--- src/rtl/scan_mux_led_if.sv ---
// Channel bus for scan_mux_led: packed channel data and controls in, LED data and
// channel status out. NCH and W must match the parameters of the attached mux.
interface scan_mux_led_if #(
    parameter int unsigned NCH = 4,
    parameter int unsigned W   = 1
);
    localparam int unsigned SELW = (NCH <= 2) ? 1 : $clog2(NCH);

    logic [NCH*W-1:0] din;
    logic [SELW-1:0]  sel;
    logic             mode;
    logic [NCH-1:0]   en_mask;
    logic [W-1:0]     dout;
    logic [SELW-1:0]  ch;
    logic             chg;

    // master drives the channel data and controls; slave is the mux itself
    modport master (
        output din, sel, mode, en_mask,
        input  dout, ch, chg
    );

    modport slave (
        input  din, sel, mode, en_mask,
        output dout, ch, chg
    );
endinterface

--- src/rtl/scan_mux_led.sv ---
// Registered NCH-channel, W-bit LED multiplexer with manual select and auto-scan.
// Auto-scan dwells DIV cycles per channel and skips channels cleared in en_mask.
// Optional feature: define MUX_BLANK_EN to blank dout for BLANK_CYC cycles after
// every channel change (default build has no blanking state).
module scan_mux_led #(
    parameter int unsigned NCH       = 4,
    parameter int unsigned W         = 1,
    parameter int unsigned DIV       = 12000000,
    parameter int unsigned BLANK_CYC = 2
) (
    input logic           clk,
    input logic           rst,
    scan_mux_led_if.slave bus
);
    localparam int unsigned SELW = (NCH <= 2) ? 1 : $clog2(NCH);
    localparam int unsigned PW   = (DIV <= 2) ? 1 : $clog2(DIV);
    localparam logic [PW-1:0] PRESC_LAST = PW'(DIV - 1);

`ifdef MUX_BLANK_EN
    localparam int unsigned BCW = (BLANK_CYC <= 2) ? 1 : $clog2(BLANK_CYC);
    localparam logic [BCW-1:0] BLANK_LAST = BCW'(BLANK_CYC - 1);

    typedef enum logic [1:0] {StMan, StScan, StBlank} state_e;
`else
    typedef enum logic [0:0] {StMan, StScan} state_e;
`endif

    state_e          state_q;
    logic [PW-1:0]   presc_q;
    logic [SELW-1:0] ch_q;
    logic [W-1:0]    dout_q;
    logic            chg_q;

`ifdef MUX_BLANK_EN
    logic [BCW-1:0]  blank_q;
    logic            ret_scan_q;  // mode state to resume after blanking
`endif

    logic            sel_ok;
    logic            man_move;
    logic            mask_none;
    logic [SELW-1:0] nxt_ch;
    logic [SELW-1:0] hi_ch;
    logic [SELW-1:0] lo_ch;
    logic            hi_hit;
    logic            lo_hit;

    // Channel slice of the packed data bus; c is always a valid channel here
    function automatic logic [W-1:0] pick(input logic [NCH*W-1:0] d,
                                          input logic [SELW-1:0]  c);
        logic [W-1:0] r;
        r = '0;
        for (int unsigned k = 0; k < NCH; k++) begin
            if (c == SELW'(k)) begin
                r = d[k*W +: W];
            end
        end
        return r;
    endfunction

    // Manual select is only honoured for existing channels (non-power-of-2 NCH)
    if (NCH == (1 << SELW)) begin : g_sel_full
        assign sel_ok = 1'b1;
    end else begin : g_sel_part
        assign sel_ok = (bus.sel < SELW'(NCH));
    end

    assign man_move  = sel_ok && (bus.sel != ch_q);
    assign mask_none = (bus.en_mask == '0);

    // Circular search for the next enabled channel starting at ch+1: the first
    // enabled channel above ch wins, otherwise the first one at or below ch.
    // If only ch itself is enabled, or none are, the result is ch (hold).
    always_comb begin
        hi_ch  = ch_q;
        lo_ch  = ch_q;
        hi_hit = 1'b0;
        lo_hit = 1'b0;
        for (int unsigned k = 0; k < NCH; k++) begin
            if (!hi_hit && bus.en_mask[k] && (SELW'(k) > ch_q)) begin
                hi_hit = 1'b1;
                hi_ch  = SELW'(k);
            end
            if (!lo_hit && bus.en_mask[k] && (SELW'(k) <= ch_q)) begin
                lo_hit = 1'b1;
                lo_ch  = SELW'(k);
            end
        end
        nxt_ch = hi_hit ? hi_ch : lo_ch;
    end

    // Mode FSM with registered ch/dout/chg; ch and dout always move on the same edge
    always_ff @(posedge clk) begin
        if (rst) begin
            state_q    <= StMan;
            presc_q    <= '0;
            ch_q       <= '0;
            dout_q     <= '0;
            chg_q      <= 1'b0;
`ifdef MUX_BLANK_EN
            blank_q    <= '0;
            ret_scan_q <= 1'b0;
`endif
        end else begin
            chg_q <= 1'b0;
            unique case (state_q)
                StMan: begin
                    if (bus.mode) begin
                        // Entry into scan keeps ch; first advance is DIV cycles later
                        state_q <= StScan;
                        presc_q <= '0;
                        dout_q  <= mask_none ? '0 : pick(bus.din, ch_q);
                    end else if (man_move) begin
                        ch_q  <= bus.sel;
                        chg_q <= 1'b1;
`ifdef MUX_BLANK_EN
                        state_q    <= StBlank;
                        ret_scan_q <= 1'b0;
                        blank_q    <= '0;
                        dout_q     <= '0;
`else
                        dout_q <= pick(bus.din, bus.sel);
`endif
                    end else begin
                        dout_q <= pick(bus.din, ch_q);
                    end
                end

                StScan: begin
                    if (!bus.mode) begin
                        // Leaving scan beats a coincident terminal count
                        state_q <= StMan;
                        presc_q <= '0;
                        if (man_move) begin
                            ch_q  <= bus.sel;
                            chg_q <= 1'b1;
`ifdef MUX_BLANK_EN
                            state_q    <= StBlank;
                            ret_scan_q <= 1'b0;
                            blank_q    <= '0;
                            dout_q     <= '0;
`else
                            dout_q <= pick(bus.din, bus.sel);
`endif
                        end else begin
                            dout_q <= pick(bus.din, ch_q);
                        end
                    end else if (presc_q == PRESC_LAST) begin
                        presc_q <= '0;
                        if (nxt_ch != ch_q) begin
                            ch_q  <= nxt_ch;
                            chg_q <= 1'b1;
`ifdef MUX_BLANK_EN
                            state_q    <= StBlank;
                            ret_scan_q <= 1'b1;
                            blank_q    <= '0;
                            dout_q     <= '0;
`else
                            dout_q <= pick(bus.din, nxt_ch);
`endif
                        end else begin
                            dout_q <= mask_none ? '0 : pick(bus.din, ch_q);
                        end
                    end else begin
                        presc_q <= presc_q + PW'(1);
                        dout_q  <= mask_none ? '0 : pick(bus.din, ch_q);
                    end
                end

`ifdef MUX_BLANK_EN
                StBlank: begin
                    // Prescaler is frozen here; mode is re-evaluated after exit
                    dout_q <= '0;
                    if (!ret_scan_q && man_move) begin
                        ch_q    <= bus.sel;
                        chg_q   <= 1'b1;
                        blank_q <= '0;
                    end else if (blank_q == BLANK_LAST) begin
                        state_q <= ret_scan_q ? StScan : StMan;
                        dout_q  <= (ret_scan_q && mask_none) ? '0 : pick(bus.din, ch_q);
                    end else begin
                        blank_q <= blank_q + BCW'(1);
                    end
                end

                default: state_q <= StMan;
`endif
            endcase
        end
    end

    assign bus.dout = dout_q;
    assign bus.ch   = ch_q;
    assign bus.chg  = chg_q;

endmodule

--- src/flat_wrapper.sv ---
// flat-port wrapper written by rule: the top's interface ports become plain ports
module scan_mux_led_flat 
#(
    parameter int unsigned NCH       = 4,
    parameter int unsigned W         = 1,
    parameter int unsigned DIV       = 12000000,
    parameter int unsigned BLANK_CYC = 2
)
  (clk, rst, bus_din, bus_sel, bus_mode, bus_en_mask, bus_dout, bus_ch, bus_chg);
  scan_mux_led_if #(.NCH(NCH), .W(W)) bus_i ();
  input logic clk;
  input logic rst;
  input wire logic [$bits(bus_i.din)-1:0] bus_din;
  input wire logic [$bits(bus_i.sel)-1:0] bus_sel;
  input wire logic [$bits(bus_i.mode)-1:0] bus_mode;
  input wire logic [$bits(bus_i.en_mask)-1:0] bus_en_mask;
  output wire logic [$bits(bus_i.dout)-1:0] bus_dout;
  output wire logic [$bits(bus_i.ch)-1:0] bus_ch;
  output wire logic [$bits(bus_i.chg)-1:0] bus_chg;
  assign bus_i.din = bus_din;
  assign bus_i.sel = bus_sel;
  assign bus_i.mode = bus_mode;
  assign bus_i.en_mask = bus_en_mask;
  assign bus_dout = bus_i.dout;
  assign bus_ch = bus_i.ch;
  assign bus_chg = bus_i.chg;
  scan_mux_led #(.NCH(NCH), .W(W), .DIV(DIV), .BLANK_CYC(BLANK_CYC)) u_core (.clk(clk), .rst(rst), .bus(bus_i));
endmodule
--- config.mk ---
export PLATFORM = sky130hd
export DESIGN_NAME = scan_mux_led_flat
export DESIGN_NICKNAME = d
export VERILOG_FILES = /design/src/rtl/scan_mux_led_if.sv /design/src/rtl/scan_mux_led.sv /design/src/flat_wrapper.sv
export SDC_FILE = /design/constraint.sdc
export NUM_CORES = 1
export LEC_CHECK = 0
export CORE_MARGIN = 5
export CORE_UTILIZATION = 49
export DETAILED_ROUTE_END_ITERATION = 12
export GPL_TIMING_DRIVEN = 0
export PLACE_DENSITY = 0.73
export RECOVER_POWER = 25
export SYNTH_ARGS = -nofsm -noshare
export SYNTH_HDL_FRONTEND = slang
export SYNTH_SLANG_ARGS = --single-unit
--- constraint.sdc ---
create_clock -name clk -period 2.1 [get_ports clk]
set_input_delay 0.42 -clock clk [delete_from_list [all_inputs] [get_ports clk]]
set_output_delay 0.42 -clock clk [all_outputs]
set_load 0.03 [all_outputs]
==> impl_metrics.toml <==
[synth]
yosys-top-cells-area = "dfxtp_1 (35%), o21ai_0 (7.6%), nand2_1 (5.5%)"
avgSynthCellArea_um2 = 7.827
yosysWarnings = 0
ys_types = 42
synthCells = 211
yosysSeqAreaShare = 0.3515
async_flop_share = 0
syn-cell-area_mm2 = 0.001652
yosys.area.top_type = "dfxtp_1"
ys.flop_type = "dfxtp_1"
synth_nets = 225
ys_ff_latch = 29
yosysTopAreaCellShare = 0.3515
synth.most_common_cell = "dfxtp_1"
synth_commonest_cells = "dfxtp_1 (29), o21ai_0 (25), nand2_1 (24)"
synth-edff-count = 0

[global_routing]
antenna_found_initial = 0
grt_pass1_vias = 1577
overflow = 0
met1_usage = 0.2703
busiest_layer = "met2"
grt_usage = 0.2019
grt_pass1_wl_mm = 7.065
grt_start_max_net_pins = 11
use_met2 = 0.3045
met3_usage = 0.05255

[power]
pwr-share-seq = 0.516
clockPowerShare = 0.324
internal-power_w = 0.0007968
p_sw_w = 0.0002878
irDropWorstVdd_mv = 0.3254
pwr-share-comb = 0.160
leakagePower_nw = 0.7887
power_density_mw_per_mm2 = 502.8
p_sw_frac = 0.2654

[timing]
slew_viol_final = 0
skew_ns = 0.009564
finalHoldViolCount = 0
tightestPinTransition_ns = 0.5252
setup_viol_count_final = 20
timing.final.crit_share = 1.070
timing.final.ws_setup_ns = -0.1465
min_period_ns = 2.246
whs_ns = 0.4775
max_freq_mhz = 445.1
rsz0062_at_grt = "true"
slew_headroom = 0.6479

[placement]
io_buffers = 16
place_hpwl_mm = 2.819
gp_congestion = 0.8486

[clocking]
cts_hold_buf = 0
clk_path_buf_depth = 2
cts_root_buffer = "clkbuf_4"
htreeDepth = 2
clk_latency_ns = 0.33
clk_pin_slew_ns = 0.09
numCtsBuffers = 5
cts_tree = "built"
cts_sinks = 29

[floorplan]
die_w_um = 68.06
core_mm2 = 0.003311
row_count = 21
dieHeight_um = 68.06
start_util = 0.4989
pin_count = 17
dieArea_mm2 = 0.004631

[worst_setup_path]
crit_arrival_ns = 2.47
path_buf_inv = 1
cp_common_cell = "a21oi_1"
max_stage_delay_ns = 0.51
worstSetupPathType = "flop to flop"
crit_family = "simple AND/OR/NAND/NOR gates"
crit_chain = "or4b_1 > or4_4 > nor3_4 > nor3_2 > buf_4 > a21oi_1 > a21oi_1"
start_kind = "flop"
worst_setup_path_end_kind = "flop"
critPathSlowestCell = "or4b_1"
crit_path_max_fanout = 8
required_ns = 2.32

[detailed_routing]
vias = 1768
drc_errors = 0
drt-total-wl_mm = 4.387
postRouteAntennaNets = 0
drt-vias-per-instance = 5.953
wl_per_cell_um = 14.77
drt-initial-drc-count = 84
drtPass1Iterations = 4

[finish]
layout.nets = 265
seq_area_um2 = 588.1
nFillCells = 304
drive_gt1_frac = 0.2032
multi_input_area_mm2 = 0.001074
antenna_cells = 0
final_util = 0.6516
syn2layout_area_growth_pct = 30.61

[run_status]
status = "complete, but fails checks"
violations = "negative setup slack"

[job]
maxCapViolations = 0

[min_path]
hp-class = "flop to flop"
[area by class of cell]
cell class | count | share of cell area
sequential | 29 | 0.2726
timing repair buffer | 33 | 0.1485
clock buffer | 7 | 0.02552
tap | 46 | 0.02668
multi-input combinational | 169 | 0.4977
inverter | 5 | 0.008701
buffer | 8 | 0.02030
[through the flow]
| step | std cells | setup TNS [ns] | instance area [um2] | power, W | setup slack (ns) |
|---|---|---|---|---|---|
| 2_1_floorplan | 211 | -0.2017 | 1664 | 0.0006658 | -0.04618 |
| 3_3_place_gp | 273 | -6.734 | 1882 | 0.0007244 | -0.4458 |
| 3_5_place_dp | 273 | -7.196 | 1882 | 0.0007245 | -0.5166 |
| 4_1_cts | 291 | -2.009 | 2048 | 0.001081 | -0.1354 |
| 5_1_grt | 297 | -3.343 | 2157 | 0.001140 | -0.2164 |
| 6_report | 297 | -1.745 | 2157 | 0.001085 | -0.1465 |
[flip-flops by register name, indices dropped and copies added (netlist names)]
| register | flops |
|---|---|
| u_core.bus.chg | 1 |
| u_core.presc_q | 24 |
| u_core.bus.dout | 1 |
| u_core.state_q | 1 |
| u_core.bus.ch | 2 |
[final timing paths]
check,start,to,slack (ns),depth (start not counted)
hold / removal,u_core.presc_q[23]$_SDFFE_PP0P_,u_core.presc_q[23]$_SDFFE_PP0P_,0.48,1
setup reg to reg,u_core.presc_q[19]$_SDFFE_PP0P_,u_core.presc_q[7]$_SDFFE_PP0P_,-0.15,7
setup / recovery,u_core.presc_q[19]$_SDFFE_PP0P_,u_core.presc_q[7]$_SDFFE_PP0P_,-0.15,7
hold reg to reg,u_core.presc_q[23]$_SDFFE_PP0P_,u_core.presc_q[23]$_SDFFE_PP0P_,0.48,1
[logic make-up after synthesis]
| family | Yosys count | synth area share |
|---|---|---|
| mux | 7 | 0.05833 |
| flops | 29 | 0.3515 |
| simple gates | 88 | 0.2727 |
| fa+ha+maj | 1 | 0.007575 |
| xor+xnor | 5 | 0.02652 |
| compound gates | 68 | 0.2477 |
| buf+inv | 13 | 0.03561 |
[power by group through the flow]
stage	combinational [W]	sequential, W	clock, W
2_1_floorplan	0.0000806	0.000585	0
3_3_place_gp	0.000151	0.000574	0
3_5_place_dp	0.000150	0.000574	0
4_1_cts	0.000163	0.000561	0.000357
5_1_grt	0.000187	0.000561	0.000393
6_report	0.000173	0.000560	0.000351
[cells in the final DEF, fill, tap and decap left out, drive strengths merged, types with 2 or more instances in the layout]
master,Yosys,routed
or2,2,2
o31ai,2,2
buf,3,20
or4,2,2
nand4,7,7
dfxtp,29,29
or3,3,3
clkdlybuf4s50,0,15
xnor2,2,2
and4,3,3
a21oi,16,16
nand2,24,24
mux2i,4,4
nand2b,5,5
a31oi,8,8
and3,3,3
clkbuf,5,12
a211oi,2,2
xor2,3,3
inv,5,5
nand3,7,7
mux4,2,2
nor3,9,9
o21ai,32,32
nor2,19,19
[timing repair]
action / CTS / global route
pin swaps: 5 / 7
setup endpoints to repair: 23 / 25
resized for setup: 9 / 21
cloned: 1 / 0
setup buffers: 10 / 6
[layer usage]
metal | routed length [um] | vias up | share of wire
met5 | 0 | - | 0
met1 | 1987 | 838 | 0.45
li1 | - | 862 | -
met2 | 2019 | 54 | 0.46
met3 | 278 | 14 | 0.063
met4 | 102 | 0 | 0.023
(Power assumes the default switching activity.)
